`src/rtl/cmp_seq_ctrl_pkg.sv`:
```
// Shared definitions for the compare/count sequencer: data width, op codes
// and sequencer state encoding.
package cmp_seq_ctrl_pkg;

    localparam int DATA_W = 32;
    localparam int CNT_W  = 6;

    localparam logic [2:0] OP_SLT   = 3'd0;
    localparam logic [2:0] OP_SLTU  = 3'd1;
    localparam logic [2:0] OP_SLTI  = 3'd2;
    localparam logic [2:0] OP_SLTIU = 3'd3;
    localparam logic [2:0] OP_CLO   = 3'd4;
    localparam logic [2:0] OP_CLZ   = 3'd5;

    typedef enum logic [1:0] {
        ST_IDLE = 2'd0,
        ST_SCAN = 2'd1,
        ST_DONE = 2'd2
    } state_t;

endpackage

```
`src/rtl/lead_match_chunk.sv`:
```
// Counts how many leading bits (MSB first) of one chunk equal the target bit.
module lead_match_chunk #(
    parameter  int BITS_PER_CYCLE = 4,
    localparam int M_W            = $clog2(BITS_PER_CYCLE + 1)
) (
    input  logic [BITS_PER_CYCLE-1:0] chunk,
    input  logic                      target,
    output logic [M_W-1:0]            m
);

    logic run;

    // Walk from the MSB and stop counting at the first bit that differs.
    always_comb begin
        m   = '0;
        run = 1'b1;
        for (int i = BITS_PER_CYCLE - 1; i >= 0; i--) begin
            if (run && (chunk[i] == target)) begin
                m = m + M_W'(1);
            end else begin
                run = 1'b0;
            end
        end
    end

endmodule

```
`src/rtl/cmp_seq_ctrl.sv`:
```
// Start/done sequencer around the set-less-than compares and an iterative
// leading-ones/zeros counter that scans BITS_PER_CYCLE bits per cycle.
module cmp_seq_ctrl
    import cmp_seq_ctrl_pkg::*;
#(
    parameter int BITS_PER_CYCLE = 4
) (
    input  logic              clk,
    input  logic              reset,
    input  logic              start,
    input  logic [2:0]        instToDo,
    input  logic [DATA_W-1:0] A,
    input  logic [DATA_W-1:0] B,
    output logic              busy,
    output logic              done,
    output logic [DATA_W-1:0] result,
    output logic              err
);

    localparam int NUM_CHUNKS = DATA_W / BITS_PER_CYCLE;
    localparam int IDX_W      = (NUM_CHUNKS > 1) ? $clog2(NUM_CHUNKS) : 1;
    localparam int M_W        = $clog2(BITS_PER_CYCLE + 1);

    state_t                    state;
    logic [DATA_W-1:0]         a_lat;
    logic                      tgt;
    logic [CNT_W-1:0]          count;
    logic [CNT_W-1:0]          count_next;
    logic [IDX_W-1:0]          idx;
    logic [BITS_PER_CYCLE-1:0] chunk;
    logic [M_W-1:0]            m;
    logic                      last_chunk;

    // The running count can never legitimately exceed the word width.
    function automatic logic [CNT_W-1:0] sat_count(input logic [CNT_W:0] sum);
        return (sum > (CNT_W+1)'(DATA_W)) ? CNT_W'(DATA_W) : sum[CNT_W-1:0];
    endfunction

    assign chunk      = a_lat[int'(idx) * BITS_PER_CYCLE +: BITS_PER_CYCLE];
    assign count_next = sat_count({1'b0, count} + (CNT_W+1)'(m));
    assign last_chunk = (32'(m) < BITS_PER_CYCLE) || (idx == '0);

    lead_match_chunk #(
        .BITS_PER_CYCLE(BITS_PER_CYCLE)
    ) u_match (
        .chunk (chunk),
        .target(tgt),
        .m     (m)
    );

    // Capture the scan operand and target bit when a request is accepted.
    always_ff @(posedge clk) begin
        if (state == ST_IDLE && start) begin
            a_lat <= A;
            tgt   <= (instToDo == OP_CLO);
        end
    end

    // Sequencer: single-cycle compares, iterative count, one-cycle done.
    always_ff @(posedge clk) begin
        if (reset) begin
            state  <= ST_IDLE;
            busy   <= 1'b0;
            done   <= 1'b0;
            err    <= 1'b0;
            result <= '0;
            count  <= '0;
            idx    <= '0;
        end else begin
            case (state)
                ST_IDLE: begin
                    done <= 1'b0;
                    err  <= 1'b0;
                    if (start) begin
                        busy <= 1'b1;
                        case (instToDo)
                            OP_SLT, OP_SLTI: begin
                                result <= {31'b0, ($signed(A) < $signed(B))};
                                done   <= 1'b1;
                                state  <= ST_DONE;
                            end
                            OP_SLTU, OP_SLTIU: begin
                                result <= {31'b0, (A < B)};
                                done   <= 1'b1;
                                state  <= ST_DONE;
                            end
                            OP_CLO, OP_CLZ: begin
                                count <= '0;
                                idx   <= IDX_W'(NUM_CHUNKS - 1);
                                state <= ST_SCAN;
                            end
                            default: begin
                                result <= '0;
                                err    <= 1'b1;
                                done   <= 1'b1;
                                state  <= ST_DONE;
                            end
                        endcase
                    end
                end
                ST_SCAN: begin
                    count <= count_next;
                    if (last_chunk) begin
                        result <= DATA_W'(count_next);
                        done   <= 1'b1;
                        state  <= ST_DONE;
                    end else begin
                        idx <= idx - IDX_W'(1);
                    end
                end
                ST_DONE: begin
                    busy  <= 1'b0;
                    done  <= 1'b0;
                    err   <= 1'b0;
                    state <= ST_IDLE;
                end
                default: begin
                    busy  <= 1'b0;
                    done  <= 1'b0;
                    err   <= 1'b0;
                    state <= ST_IDLE;
                end
            endcase
        end
    end

endmodule

```
`config.mk`:
```
export PLATFORM = sky130hd
export DESIGN_NAME = cmp_seq_ctrl
export DESIGN_NICKNAME = d
export VERILOG_FILES = /design/src/rtl/cmp_seq_ctrl_pkg.sv /design/src/rtl/lead_match_chunk.sv /design/src/rtl/cmp_seq_ctrl.sv
export SDC_FILE = /design/constraint.sdc
export NUM_CORES = 1
export LEC_CHECK = 0
export CORE_MARGIN = 5
export CORE_UTILIZATION = 47
export CTS_BUF_LIST = sky130_fd_sc_hd__clkbuf_16
export CTS_CLUSTER_DIAMETER = 50
export DETAILED_ROUTE_END_ITERATION = 12
export PLACE_DENSITY = 0.81
export SYNTH_ARGS = -nofsm -noshare
export SYNTH_HDL_FRONTEND = slang
export SYNTH_SLANG_ARGS = --single-unit
```
`constraint.sdc`:
```
create_clock -name clk -period 4.2 [get_ports clk]
set_input_delay 0.84 -clock clk [delete_from_list [all_inputs] [get_ports clk]]
set_output_delay 0.84 -clock clk [all_outputs]
set_load 0.02 [all_outputs]
```
# Yosys cells after proc, flatten, opt, wreduce, memory -nomap -nowiden
# Index checks and enable logic that the tools add are counted.
# Widths: inputs -> output; s select.
op_classes:
  magnitude_cmp: 4
  n_mul: 0
  n_addsub: 5
  bitwise: 1
  n_shift: 1
  eq_ne: 15
  n_div: 0
  n_reduce_logical: 18
  n_mux: 32
op_table:
  columns: ["cell", "n"]
  rows:
  - ["$pmux 32 s3", 1]
  - ["$lt 32x32->1", 2]
  - ["$mux 32", 2]
  - ["$pmux 32 s2", 1]
  - ["$shiftx 32x6->4", 1]
  - ["$mux 3", 6]
  - ["$mux 6", 3]
  - ["$pmux 6 s2", 1]
  - ["$mux 1", 10]
  - ["$add 3x1->3 const B", 3]
  - ["$ne 2x2->1 const B", 4]
  - ["$reduce_and 4->1", 2]
  - ["$add 6x3->7", 1]
  - ["$gt 7x6->1 const B", 1]
  - ["$eq 3x2->1 const B", 2]
  - ["$eq 3x3->1 const B", 2]
  - ["$logic_not 3->1", 2]
  - ["$mux 2", 3]
  - ["$pmux 1 s2", 3]
  - ["$pmux 3 s2", 1]
  - ["$reduce_or 2->1", 3]
  - ["$reduce_or 6->1", 1]
  - ["$eq 1x1->1", 4]
  - ["$logic_and 1x1->1", 4]
  - ["12 further kinds", 13]
word_totals:
  latchBits: 0
  input_bits: 70
  out_inout_bits: 35
  mem_count: 0
  ramBits: 0
  elab_cells: 85
  ff_bits: 79
  romBits: 0

# Longest topological paths before layout
# Gate-level depths: netlist of the first run.
logic_depth:
  depth_word: 14
  ltp_mapped: 17

# Modules after synthesis
# Synthesis of the first run repeated with hierarchy kept, for this count alone.
unflattened:
  cells_unflattened: 333
  area_unflattened_um2: 3439.5
modules_own_cells:
  columns: ["mod", "instances", "seq_area_each_um2", "cells_per_inst", "area_per_inst_um2"]
  rows:
  - ["cmp_seq_ctrl", 1, 1391.3, 311, 3311.9]
  - ["lead_match_chunk", 1, 0.0, 22, 127.6]

# Worst setup path before layout of the first run
# OpenSTA, ideal clock, no wires.
synth_timing:
  path_type: "reg2reg"
  start: "reg idx[0]"
  end: "reg result[0]"
  arrival_time_ns: 3.623
  setup_ns: 0.079
  path_buffers: 1
  t_required_ns: 4.121
  period_less_slack_ns: 3.702
  slack_ns: 0.498
  stages_incl_launch_ff: 17
  path_cell_list: "dfxtp_1 > buf_6 > mux4_2 > or2_0 > mux4_2 > inv_1 > ha_1 > o21ai_1 > inv_1 > ha_1 > a21o_1 > a21oi_1 > nor2_1 > o32a_1 > nor2_1 > nor2_2 > a211oi_2"
synth_via:
  elab_chain_cells: 14
synth_rtl:
  columns: ["item", "line", "rtl"]
  rows:
  - ["from (decl)", "cmp_seq_ctrl.sv:29", "logic [IDX_W-1:0] idx;"]
  - ["from (signal assigned)", "cmp_seq_ctrl.sv:89", "idx <= IDX_W'(NUM_CHUNKS - 1);"]
  - ["from (signal assigned)", "cmp_seq_ctrl.sv:108", "idx <= idx - IDX_W'(1);"]
  - ["$shiftx 32x6->4", "cmp_seq_ctrl.sv:39", "assign chunk = a_lat[int'(idx) * BITS_PER_CYCLE +: BITS_PER_CYCLE];"]
  - ["$eq 1x1->1", "lead_match_chunk.sv:18", "if (run && (chunk[i] == target)) begin"]
  - ["$mux 1", "lead_match_chunk.sv:18", null]
  - ["$add 3x1->3 / $logic_and 1x1->1 (equally long branches)", "lead_match_chunk.sv:19, lead_match_chunk.sv:18", null]
  - ["$mux 3 / $mux 1 (equally long branches)", "lead_match_chunk.sv:18", null]
  - ["$add 3x1->3 / $logic_and 1x1->1 (equally long branches)", "lead_match_chunk.sv:19, lead_match_chunk.sv:18", null]
  - ["$mux 3 / $mux 1 (equally long branches)", "lead_match_chunk.sv:18", null]
  - ["$add 3x1->3 / $logic_and 1x1->1 (equally long branches)", "lead_match_chunk.sv:19, lead_match_chunk.sv:18", null]
  - ["$mux 3", "lead_match_chunk.sv:18", null]
  - ["$add 6x3->7", "cmp_seq_ctrl.sv:40", "assign count_next = sat_count({1'b0, count} + (CNT_W+1)'(m));"]
  - ["$gt 7x6->1", "cmp_seq_ctrl.sv:36", "return (sum > (CNT_W+1)'(DATA_W)) ? CNT_W'(DATA_W) : sum[CNT_W-1:0];"]
  - ["$mux 6", "cmp_seq_ctrl.sv:36", null]
  - ["$mux 32", "cmp_seq_ctrl.sv:103", "if (last_chunk) begin"]
  - ["$pmux 32 s2", "cmp_seq_ctrl.sv:70", "case (state)"]
  - ["to (signal assigned)", "cmp_seq_ctrl.sv:78", "result <= {31'b0, ($signed(A) < $signed(B))};"]
  - ["to (signal assigned)", "cmp_seq_ctrl.sv:83", "result <= {31'b0, (A < B)};"]
  - ["to (signal assigned)", "cmp_seq_ctrl.sv:104", "result <= DATA_W'(count_next);"]
  - ["to (decl)", "cmp_seq_ctrl.sv:16", "output logic [DATA_W-1:0] result,"]
# Several ways; a longest one is shown, not always the timed one. The select of a mux whose other input is x is not followed.
# A chain may end at the register's enable or synchronous reset.

# Worst setup path after layout of the first run
layout_timing:
  start: "reg idx[0]"
  end: "reg result[5]"
# Same word-level chain as after synthesis.

==> results of run 1 <==
-- cells by family (layout without fill, tap and decap cells) --
group	Yosys count	after routing	synth area share, %
AND/OR/NAND/NOR	87	87	12.6
buffers and inverters	74	133	11.7
AO/OA/AOI/OAI	54	54	10.6
flip-flops	53	53	41.5
adder cells (fa/ha/maj)	38	38	14.4
multiplexers	16	16	8.32
XOR/XNOR	3	3	0.783
other	1	26	0.112
-- path summary, 6_finish.rpt --
path,startpoint,endpoint,depth (start not counted)
max,idx[0]$_SDFFE_PP0P_,result[5]$_SDFFE_PP0P_,16
min,result[1]$_SDFFE_PP0P_,result[1]$_SDFFE_PP0P_,2
max reg2reg,idx[0]$_SDFFE_PP0P_,result[5]$_SDFFE_PP0P_,16
min reg2reg,result[1]$_SDFFE_PP0P_,result[1]$_SDFFE_PP0P_,2
-- where the power goes --
group / internal, mW / total (mW) / leakage (nW) / switching, mW
Combinational: 0.137 / 0.276 / 1.28 / 0.139
Sequential: 0.583 / 0.597 / 0.481 / 0.0135
Clock: 0.219 / 0.402 / 0.0712 / 0.183
Total: 0.940 / 1.28 / 1.83 / 0.335
-- sequential cells by signal (all words and copies together) (netlist names) --
name and cells:
result 6, tgt 1, err 1, done 1, busy 1, idx 3
count 6, a_lat 32, state 2
-- synthesized netlist by cell type (4+ instances only) --
cell type	count
inv_1	43
ha_1	37
dfxtp_1	20
buf_4	26
nand2_1	21
nor2b_1	4
nand2b_1	4
a21oi_1	20
a211oi_1	4
nor2_1	26
mux2i_1	5
edfxtp_1	33
a21o_1	4
nand4_1	5
nand3_1	5
nor3_1	6
o21ai_0	7
mux4_2	8
-- what timing repair did --
item                       CTS  global route
gates resized for setup      1             5
setup endpoints to repair    3            12
pin swaps                    0             0
hold buffers                 0             0
-- area by class of cell --
class                           count  area, µm²
Sequential cell                    53       1390
Multi-Input combinational cell    224       1680
Clock inverter                      3       17.5
Clock buffer                        5        125
Tap cell                           96        120
Timing Repair Buffer               82        811
Fill cell                         535       2560
Inverter                           43        161
-- per-stage QoR --
stage	hold slack [ns]	setup TNS, ns	utilization [%]
final	0.452	0	62.8
after global routing	0.494	0	62.8
after CTS	0.457	0	62.5
after detailed placement	0.448	-0.00755	60.4
after global placement	0.445	0	60.4
after floorplan	0.464	0	-
-- tightest hold or removal path, delay by kind of cell, from the launching register on --
kind | cells | cell delay, ns
flip-flops | 1 | 0.31
AND/OR/NAND/NOR | 1 | 0.05
AO/OA/AOI/OAI | 1 | 0.05
-- layer usage --
metal	global-route usage (%)	routed length, µm	vias to the layer above
li1	-	-	1271
met1	20.3	3040	1243
met2	33.0	4200	71
met3	3.27	329	19
met4	7.45	212	0
met5	0	0	-
==> results.py, run 1 <==
metrics = {
    "status": {
        "status": "complete, no violations",
    },
    "grt": {
        "antenna_found_initial": 0,
        "grtUsageTotal_pct": 17.9,
        "grt_overflow_total": 0,
        "grt_pass1_vias": 2668,
        "grt_max_degree": 34,
        "grt_first_pass_wirelength_um": 12500,
    },
    "floorplan": {
        "start_util_pct": 48.8,
        "die_w_um": 94.5,
        "die_area_um2": 8930,
        "ios": 105,
        "num_rows": 30,
        "die_y_um": 94.5,
        "core_area_um2": 6870,
    },
    "logic_synthesis": {
        "syn_inst": 326,
        "avgSynthCellArea_um2": 10.3,
        "synthFlopType": "edfxtp_1",
        "ys_warn_count": 0,
        "ys_ff_latch": 53,
        "ys_seq_area_share_pct": 41.5,
        "syn-cell-area_um2": 3350,
        "yosys.area.top_type": "edfxtp_1",
        "ys_types": 51,
        "synth_edf_count": 33,
        "synth_top_area_share_pct": 29.5,
        "synth-async-reset-ratio_pct": 0,
        "synth.area.top_cells": "edfxtp_1, ha_1, dfxtp_1, buf_4, mux4_2",
    },
    "critical_path": {
        "crit_arrival_ns": 4.15,
        "crit_buf_inv": 3,
        "rrSetupSlack_ns": 0.21,
        "crit_fanout": 6,
        "required_ns": 4.35,
        "end_kind": "flip-flop",
        "start_kind": "flip-flop",
        "cp_slowest_stage_delay_ns": 0.52,
        "critical_path_class": "reg2reg",
        "cp_slowest_cell": "mux4_2",
        "worstPathCellList": "buf_4 > mux4_2 > or2_0 > mux4_2 > inv_1 > ha_1 > o21ai_2 > inv_1 > ha_1 > a21o_1 > a21oi_2 > nor2_1 > o32a_2 > and2_1 > mux2i_1 > nor2_1",
        "path_delay_family": "multiplexers",
    },
    "sta": {
        "tightestPinTransition_ns": 0.740,
        "setup_violations": 0,
        "fmax_mhz": 251,
        "slew_headroom_pct": 50.5,
        "grt_setup_unrepaired": "false",
        "clock_skew_ns": 0.00394,
        "period_share_pct": 95.0,
        "final_hold_viol_count": 0,
        "setup_ws_ns": 0.209,
        "min_period_ns": 3.99,
        "final_max_slew_viol_count": 0,
    },
    "detailed_routing": {
        "dr.pass1.iters": 4,
        "vias": 2604,
        "wl_per_cell_um": 15.4,
        "detail-route-antenna-nets": 0,
        "drt_iter0_drc": 125,
        "routed_wl_um": 7780,
        "drc_errors": 0,
        "vias_per_cell": 5.15,
    },
    "clocking": {
        "insertion_delay_ns": 0.29,
        "cts_buffer_depth": 2,
        "htreeDepth": 2,
        "cts.sinks": 53,
        "cts-root-buf": "clkbuf_16",
        "cts_buffers": 5,
        "post-cts-setup-buffer-count": 0,
        "cts_tree": "yes",
        "clk_pin_slew_ns": 0.07,
    },
    "power": {
        "total_power_mw": 1.28,
        "vdd_drop_max_mv": 0.151,
        "powerDensity_nw_per_um2": 296,
        "p_leak_nw": 1.83,
    },
    "finish": {
        "instances_no_fill": 506,
        "final_nets": 517,
        "drive_above_1_share_pct": 7.56,
        "num_antenna_cells": 0,
        "synthToLayoutAreaGrowth_pct": 28.5,
        "final_area_um2": 4310,
        "most-common-layout-cells": "clkdlybuf4s50_1, inv_1, ha_1",
        "layout_commonest_cell": "clkdlybuf4s50_1",
    },
    "place": {
        "placed_area_um2": 4150,
        "dp.cells": 498,
        "port_buffers": 78,
        "pre_cts_ws_ns": -0.00755,
        "place_congestion": 0.878,
        "place.detailed.hpwl_um": 6370,
    },
    "min_path": {
        "hp-class": "reg2reg",
    },
    "flow_run": {
        "cap_violations": 0,
    },
}
Power figures use the tool's default switching activity.
==> run 2: changes to the inputs <==
CORE_MARGIN = not set   (was 5)
SKIP_CTS_REPAIR_TIMING = 1   (was not set)
==> run 2 against run 1 <==
Against the previous run:
- critical path type unchanged
- largest power group unchanged
- setup slack improved by 0.028 ns
- clock skew is 0.0026 ns higher
- clock power shrank 2%
- largest cell class unchanged
- worst hold slack better by 0.0060 ns
- via count is 2.7% lower
==> results.py, run 2 (synthesized netlist as in run 1, its figures left out) <==
metrics = {
    "status": {
        "status": "complete, no violations",
    },
    "critical_path": {
        "rr_worst_depth": 15,
        "start_kind": "flip-flop",
        "crit_arrival_ns": 4.16,
        "timing.rr.end": "result[0]$_SDFFE_PP0P_",
        "cp_slowest_stage_delay_ns": 0.61,
        "crit_fanout": 8,
        "worstPathCellList": "mux4_1 > or2_1 > mux4_2 > inv_1 > ha_1 > o21ai_1 > inv_1 > ha_1 > a21o_1 > a21oi_2 > nor2_1 > o32a_1 > nor2_1 > nor2_2 > a211oi_2",
        "rrSetupSlack_ns": 0.24,
        "critical_path_class": "reg2reg",
        "r2r-start": "idx[0]$_SDFFE_PP0P_",
        "cp_slowest_cell": "mux4_1",
        "required_ns": 4.40,
        "end_kind": "flip-flop",
    },
    "clocking": {
        "cts-root-buf": "clkbuf_16",
        "clk_pin_slew_ns": 0.07,
        "cts_tree": "yes",
        "cts_buffers": 5,
        "cts_buffer_depth": 2,
        "htreeDepth": 2,
        "cts.sinks": 53,
        "insertion_delay_ns": 0.29,
    },
    "grt": {
        "grt_first_pass_wirelength_um": 11800,
        "antenna_found_initial": 0,
        "grt_overflow_total": 0,
        "grt_pass1_vias": 2650,
        "grt_max_degree": 34,
        "grtUsageTotal_pct": 20.6,
    },
    "sta": {
        "final_max_slew_viol_count": 0,
        "fin_setup_tns_ns": 0,
        "clock_skew_ns": 0.00652,
        "slew_headroom_pct": 50.1,
        "setup_violations": 0,
        "final_hold_viol_count": 0,
        "tightestPinTransition_ns": 0.747,
        "period_share_pct": 94.4,
        "fmax_mhz": 252,
        "setup_ws_ns": 0.237,
        "min_period_ns": 3.96,
        "grt_setup_unrepaired": "false",
    },
    "detailed_routing": {
        "detail-route-antenna-nets": 0,
        "routed_wl_um": 7190,
        "vias": 2534,
        "vias_per_cell": 5.02,
        "drt_iter0_drc": 112,
        "dr.pass1.iters": 6,
        "wl_per_cell_um": 14.2,
        "drc_errors": 0,
    },
    "finish": {
        "instances_no_fill": 505,
        "regMostFlops": "a_lat",
        "final_nets": 516,
        "reg.largest.list": "a_lat: 32 flops, count: 6 flops, result: 6 flops",
        "fillCellCount": 559,
        "synthToLayoutAreaGrowth_pct": 27.9,
        "final_area_um2": 4290,
        "most-common-layout-cells": "clkdlybuf4s50_1, inv_1, ha_1",
        "layout_commonest_cell": "clkdlybuf4s50_1",
        "num_antenna_cells": 0,
        "largest_register_ffs": 32,
        "drive_above_1_share_pct": 6.36,
    },
    "min_path": {
        "hold_start": "result[1]$_SDFFE_PP0P_",
        "hp-class": "reg2reg",
        "hold_depth": 2,
        "holdPathEnd": "result[1]$_SDFFE_PP0P_",
    },
    "power": {
        "powerDensity_nw_per_um2": 294,
        "vdd_drop_max_mv": 0.140,
        "p_leak_nw": 1.83,
    },
    "floorplan": {
        "num_rows": 30,
        "ios": 105,
        "die_w_um": 86.5,
        "die_area_um2": 7480,
        "start_util_pct": 49.1,
        "core_area_um2": 6830,
        "die_y_um": 86.5,
    },
    "place": {
        "place_congestion": 0.928,
        "dp.cells": 497,
        "place.detailed.hpwl_um": 5850,
        "pre_cts_ws_ns": 0.0616,
        "placed_area_um2": 4140,
        "port_buffers": 78,
    },
    "flow_run": {
        "cap_violations": 0,
    },
}
## run 2: cell count changes in the layout (fill, tap and decap cells not counted), sizes merged
| cell | previous run | this run |
|---|---|---|
| clkinv | 3 | 1 |
| inv | 43 | 45 |
| buf | 4 | 3 |
## run 2: cell type report
| class | instances | area, µm² | area share, % |
|---|---|---|---|
| Multi-Input combinational cell | 224 | 1670 | 39.0 |
| Tap cell | 96 | 120 | 2.80 |
| Inverter | 43 | 161 | 3.76 |
| Clock buffer | 5 | 125 | 2.92 |
| Sequential cell | 53 | 1390 | 32.5 |
| Timing Repair Buffer | 81 | 803 | 18.7 |
| Clock inverter | 3 | 13.8 | 0.321 |
## run 2: report_power, final
| part | internal, mW | leakage (nW) | switching (mW) | total, mW |
|---|---|---|---|---|
| clock network | 0.217 | 0.0730 | 0.176 | 0.394 |
| logic | 0.136 | 1.27 | 0.135 | 0.272 |
| registers | 0.583 | 0.481 | 0.0131 | 0.596 |
| total | 0.937 | 1.83 | 0.325 | 1.26 |
## run 2: layer usage
| metal | global-route usage [%] | vias up | share of wire (%) |
|---|---|---|---|
| met4 | 9.24 | 0 | 2.5 |
| met3 | 3.24 | 15 | 4.4 |
| met1 | 23.7 | 1174 | 40 |
| met2 | 37.7 | 82 | 53 |
| li1 | - | 1263 | - |
| met5 | 0 | - | 0 |
## run 2: stage by stage
| step | utilization, % | power, mW | hold slack [ns] |
|---|---|---|---|
| 6_report | 62.8 | 1.26 | 0.458 |
| 5_1_grt | 62.8 | 1.32 | 0.498 |
| 4_1_cts | 62.7 | 1.27 | 0.464 |
| 3_5_place_dp | 60.6 | 0.878 | 0.455 |
| 3_3_place_gp | 60.6 | 0.868 | 0.443 |
| 2_1_floorplan | - | 0.782 | 0.464 |
## run 2: worst max-delay path: cells and delay by family, from the launching register on
| family | cells | cell delay, ns |
|---|---|---|
| flops | 1 | 0.43 |
| mux | 2 | 1.10 |
| fa+ha+maj | 2 | 0.51 |
| compound gates | 5 | 1.08 |
| simple gates | 4 | 0.54 |
| buf+inv | 2 | 0.20 |
## run 2: worst max path at each step
stage                             start                     end  slack, ns  cells past startpoint
finish              idx[0]$_SDFFE_PP0P_  result[0]$_SDFFE_PP0P_       0.24                     15
global route        idx[0]$_SDFFE_PP0P_  result[3]$_SDFFE_PP0P_      0.007                     16
CTS                 idx[0]$_SDFFE_PP0P_  result[2]$_SDFFE_PP0P_       0.05                     15
detailed placement  idx[0]$_SDFFE_PP0P_  result[0]$_SDFFE_PP0P_       0.06                     15
global placement    idx[0]$_SDFFE_PP0P_  result[0]$_SDFFE_PP0P_       0.25                     15
floorplan           idx[0]$_SDFFE_PP0P_  result[0]$_SDFFE_PP0P_       0.50                     16
==> run 3: changes to the inputs <==
GPL_ROUTABILITY_DRIVEN = 1   (was not set)
==> results of run 3 <==
The final DEF is identical to that of run 2; final timing and power are the same.
==> variant 1: new RTL, settings of run 2 <==
Put one more register stage on the output `result`, without a reset. The value now appears one clock later. The other outputs are not delayed to match.
--- a/src/rtl/cmp_seq_ctrl.sv
+++ b/src/rtl/cmp_seq_ctrl.sv
@@ -22,2 +22,4 @@
     localparam int M_W        = $clog2(BITS_PER_CYCLE + 1);
+
+    logic [DATA_W-1:0] result_s0;
 
@@ -65,3 +67,3 @@
             err    <= 1'b0;
-            result <= '0;
+            result_s0 <= '0;
             count  <= '0;
@@ -77,3 +79,3 @@
                             OP_SLT, OP_SLTI: begin
-                                result <= {31'b0, ($signed(A) < $signed(B))};
+                                result_s0 <= {31'b0, ($signed(A) < $signed(B))};
                                 done   <= 1'b1;
@@ -82,3 +84,3 @@
                             OP_SLTU, OP_SLTIU: begin
-                                result <= {31'b0, (A < B)};
+                                result_s0 <= {31'b0, (A < B)};
                                 done   <= 1'b1;
@@ -92,3 +94,3 @@
                             default: begin
-                                result <= '0;
+                                result_s0 <= '0;
                                 err    <= 1'b1;
@@ -103,3 +105,3 @@
                     if (last_chunk) begin
-                        result <= DATA_W'(count_next);
+                        result_s0 <= DATA_W'(count_next);
                         done   <= 1'b1;
@@ -126,2 +128,6 @@
 
+    always_ff @(posedge clk) begin
+        result <= result_s0;
+    end
+
 endmodule
Behaviour: not the same (a bounded check fails within 4 cycles, from zero or initial values and one cycle with reset high).
==> variant 1 against run 2 <==
- cell area up 8.9%
- non-clock buffer count up 1
- sequential cell count up 6
- worst setup slack worse by 0.044 ns
- wire length up 1.4%
- largest cell class unchanged
- global-route usage down 0.39 points
- area after synthesis up 5.3%
- count of clock-buffer cells in the layout up 4
- total power up 32%
==> variant 1: results (changes against run 2) <==
status completed; GPL Wtd Cong 0.860 (-7.3%); pre-CTS WS 0.199 ns (+0.138 ns); prevailing post-synth register cell edfxtp_1; Post-synth ARST share 0% (unchanged); Via density 5.11 (+1.8%); GRT Residual Overflow 0 (unchanged); clock buffer depth 2 (unchanged); delay-heaviest family, CP simple AND/OR/NAND/NOR gates; DRT iter0 DRCs 120 (+7.1%); Finished Core Util 64.4% (+1.6 points); VDD IR-drop max 0.153 mV (+9.7%); Reg clk slew, reported paths 0.06 ns; most common library cells after synthesis inv_1, ha_1, edfxtp_1; Syn Area/Cell 10.8 um^2 (+4.9%); post-detail-place hpwl 5700 um (-2.6%); fraction of layout cells with a size suffix above 1 11.2% (+4.9 points); end of the critical path result_s0[2]; placed cell count 501 (+0.80%); clock latency on the worst-skew pair 0.33 ns (+0.04 ns); Finish-stage setup viols 0 (unchanged); global-route wire length before repair 11800 um (+0.53%); CP Data Arrival Time 4.24 ns (+0.08 ns); GRT Util Overall 20.2% (-0.39 points); CTS root buffer clkbuf_16; DP Area 4340 um^2 (+4.8%); Leak Pwr 1.97 nW (+8.0%); sequential area share after synthesis 42.8% (+1.3 points); WL per Instance 14.1 um (-0.93%); Fin Clk Skew 0.00682 ns (+0.000308 ns); Ant. Diodes 0 (unchanged); Biggest register a_lat; Slowest-stage cell, CP mux4_2; Tmin final 4.01 ns (+0.0436 ns); FF-to-FF path depth 15 (unchanged); hold crit path type flop to flop; EDFF count, synth 33 (unchanged); post-synth cell types 59 (+16%); PortBufs 78 (unchanged); largest net degree at the start of global routing 36 (+5.9%); top cells by area, synth edfxtp_1, dfxtp_1, ha_1; fill count 557 (-0.36%); Synth warnings 0 (unchanged); Crit Path Max Fanout 9 (+1); Final Instance Count excl. Fillers 517 (+2.4%); crit path launch idx[0]; max reg flops 32 (unchanged); Hold Crit Depth 0 (-2); Num CTS Buffers 9 (+4); antenna violations before repair 0 (unchanged); Worst Tran Pin Value 0.787 ns (+0.0402 ns); vias in the first global route 2562 (-3.3%); drt pass-1 iters 4 (-2); H-tree depth 3 (+1); slowest stage delay, CP 0.51 ns (-0.10 ns); worst reg2reg setup slack 0.19 ns (-0.04 ns)
variant 1: cell types whose count changed in the layout (fill, tap and decap cells not counted), moves of 4 or more:
| cell | change |
|---|---|
| clkbuf_16 | +4 |
| inv_1 | -4 |
| nor2_1 | -4 |
| dfxtp_1 | +7 |
| nand2_1 | -10 |
variant 1: how the worst min path moves through the flow:
stage,startpoint,to,slack [ns]
after global routing,result_s0[1],result[1],0.36
final,result_s0[3],result[3],0.35
after CTS,result_s0[3],result[3],0.35
after detailed placement,result_s0[3],result[3],0.34
after global placement,result_s0[4],result[4],0.34
after floorplan,result_s0[1],result[1],0.33
variant 1: kinds of logic (layout without fill, tap and decap cells):
logic type                 count (synthesis)  count (layout)  synth area share (%)
adders and majority gates                 38              38                  13.7
DFF                                       59              59                  42.8
xor gates and xnor gates                   2               2                 0.496
and+or+nand+nor                           78              78                  12.3
AOI/OAI and AO/OA                         63              63                  12.8
muxes                                     14              14                  7.23
other                                      1              26                 0.106
buffers and inverters                     72             138                  10.6
variant 1: where the power goes:
group | switching [mW] | internal (mW) | total, mW
clock | 0.264 | 0.466 | 0.730
sequential | 0.0144 | 0.642 | 0.657
combinational | 0.137 | 0.141 | 0.278
variant 1: metal layers:
| metal | vias up | wire length (um) | track usage [%] |
|---|---|---|---|
| li1 | 1298 | - | - |
| met1 | 1230 | 2840 | 23.3 |
| met2 | 99 | 3790 | 36.1 |
| met3 | 15 | 526 | 4.66 |
| met4 | 0 | 130 | 8.36 |
| met5 | - | 0 | 0 |
variant 1: final cells by class:
cell class / count / area share [%]
Clock buffer: 9 / 4.82
Clock inverter: 7 / 1.74
Inverter: 40 / 3.21
Multi-Input combinational cell: 221 / 37.8
Sequential cell: 59 / 32.4
Tap cell: 99 / 2.65
Timing Repair Buffer: 82 / 17.4
==> variant 2: new RTL, flow settings as in run 2 <==
Without the edit above. `BITS_PER_CYCLE` is set to 4 in 2 places; all go to 8.
--- a/src/rtl/lead_match_chunk.sv
+++ b/src/rtl/lead_match_chunk.sv
@@ -2,3 +2,3 @@
 module lead_match_chunk #(
-    parameter  int BITS_PER_CYCLE = 4,
+    parameter  int BITS_PER_CYCLE = 8,
     localparam int M_W            = $clog2(BITS_PER_CYCLE + 1)
--- a/src/rtl/cmp_seq_ctrl.sv
+++ b/src/rtl/cmp_seq_ctrl.sv
@@ -5,3 +5,3 @@
 #(
-    parameter int BITS_PER_CYCLE = 4
+    parameter int BITS_PER_CYCLE = 8
 ) (
Behaviour: not the same (a bounded check fails within 4 cycles, from zero or initial values and one cycle with reset high).
==> variant 2 against run 2 <==
- the run now ends with negative setup slack left
- clock skew about the same
- total power up 15%
- wire length up 37%
- clock power up 8.9%
- sequential cell count down 1
- critical endpoint is now result[2]
- global-route usage up 1.6 points
- die area up 13%
- critical path depth up 7
- worst setup slack worse by 1.6 ns
- cell area up 24%
- area after synthesis up 13%
- critical path type unchanged
- first-iteration DRC count up 82%
==> variant 2: results (changes against run 2) <==
status finished, violations left; failing checks negative setup slack; switching power summed over all nets 0.423 mW (+30%); Nets 613 (+19%); vias in the first global route 3250 (+23%); placed cell count 589 (+19%); setup TNS -13.90 ns (-13.90 ns); Final Instance Count excl. Fillers 604 (+20%); DRT iter0 DRCs 204 (+82%); Num CTS Buffers 5 (unchanged); drt pass-1 iters 4 (-2); H-tree depth 2 (unchanged); CP Data Arrival Time 5.71 ns (+1.55 ns); prevailing post-synth register cell edfxtp_1; clock latency on the worst-skew pair 0.29 ns (about the same); GRT Util Overall 22.2% (+1.6 points); Crit Path Max Fanout 4 (-4); pre-CTS WS -1.16 ns (-1.22 ns); Leak Pwr 2.30 nW (+26%); largest net degree at the start of global routing 36 (+5.9%); PortBufs 78 (unchanged); VDD IR-drop max 0.217 mV (+55%); global-route wire length before repair 14900 um (+27%); clock buffer depth 2 (unchanged); most common library cells after synthesis ha_1, inv_1, edfxtp_1; EDFF count, synth 33 (unchanged); top flop regs a_lat (32), count (6), result (6); post-detail-place hpwl 7290 um (+25%); final worst setup slack -1.33 ns (-1.57 ns); Finish-stage setup viols 13 (+13); antenna violations before repair 0 (unchanged); CTS root buffer clkbuf_16; Reg clk slew, reported paths 0.07 ns (about the same); fraction of layout cells with a size suffix above 1 22.9% (+17 points); Ant. Diodes 0 (unchanged); Fin Clk Skew 0.00620 ns (-0.000315 ns); Worst Tran Pin Value 0.910 ns (+0.163 ns); sequential area share after synthesis 36.1% (-5.4 points); Syn Area/Cell 10.0 um^2 (-2.3%); DP Area 4930 um^2 (+19%); top cells by area, synth edfxtp_1, ha_1, dfxtp_1; WL final 9850 um (+37%); post-synth cell types 63 (+24%); hold crit path type flop to flop; Post-synth ARST share 0% (unchanged); Synth warnings 0 (unchanged); GPL Wtd Cong 0.881 (-5.1%); via count 3318 (+31%)
## variant 2: changes by cell type in the layout (fill, tap and decap cells not counted), moves of 4 or more
cell	change
mux2_4	+4
mux2i_1	-4
buf_4	+38
a21o_1	+11
nor2_1	-5
inv_1	-4
o21ai_1	+4
## variant 2: area by class of cell
class | count | area [um^2]
Multi-Input combinational cell | 279 | 2390
Timing Repair Buffer | 122 | 1120
Clock buffer | 5 | 125
Sequential cell | 52 | 1380
Fill cell | 539 | 2450
Clock inverter | 3 | 28.8
Inverter | 41 | 154
Tap cell | 102 | 128
## variant 2: final timing paths
check                start   endpoint  slack (ns)  cells after the start
hold reg to reg   count[2]   count[2]        0.47                      2
setup reg to reg    idx[0]  result[2]       -1.33                     22
setup / recovery    idx[0]  result[2]       -1.33                     22
hold / removal    count[2]   count[2]        0.47                      2
## variant 2: metal layers
layer | track usage, % | routed length (um) | vias to the layer above
li1 | - | - | 1574
met1 | 27.0 | 3960 | 1552
met2 | 39.6 | 5000 | 152
met3 | 2.07 | 418 | 40
met4 | 10.4 | 467 | 0
met5 | 0 | 0 | -
## variant 2: cells by family after synthesis
family | synth area share, %
mux | 6.88
other cells | 0.0987
buf+inv | 10.0
simple gates | 14.5
compound gates | 16.3
flops | 36.1
xor+xnor | 2.07
fa+ha+maj | 14.0
## variant 2: power by group through the flow
stage	logic [mW]	registers (mW)	clock network, mW
finish	0.432	0.585	0.429
global route	0.472	0.587	0.446
floorplan	0.249	0.594	0
detailed placement	0.400	0.596	0
CTS	0.403	0.585	0.426
global placement	0.381	0.595	0
## variant 2: critical path, stage by stage, from the launching register on
cell and delay [ns]:
dfxtp_4 0.38, mux4_2 0.54, and2_4 0.16, mux2_4 0.28
ha_4 0.24, o21a_1 0.19, ha_4 0.23, a21oi_4 0.16
xnor2_2 0.13, ha_2 0.30, a211oi_2 0.24, a21oi_2 0.07
ha_1 0.32, mux2_4 0.29, inv_2 0.07, fa_2 0.21
nor2b_2 0.04, o21a_1 0.18, buf_4 0.14, o211a_1 0.26
nand2b_2 0.26, or3_1 0.43, o31ai_1 0.30
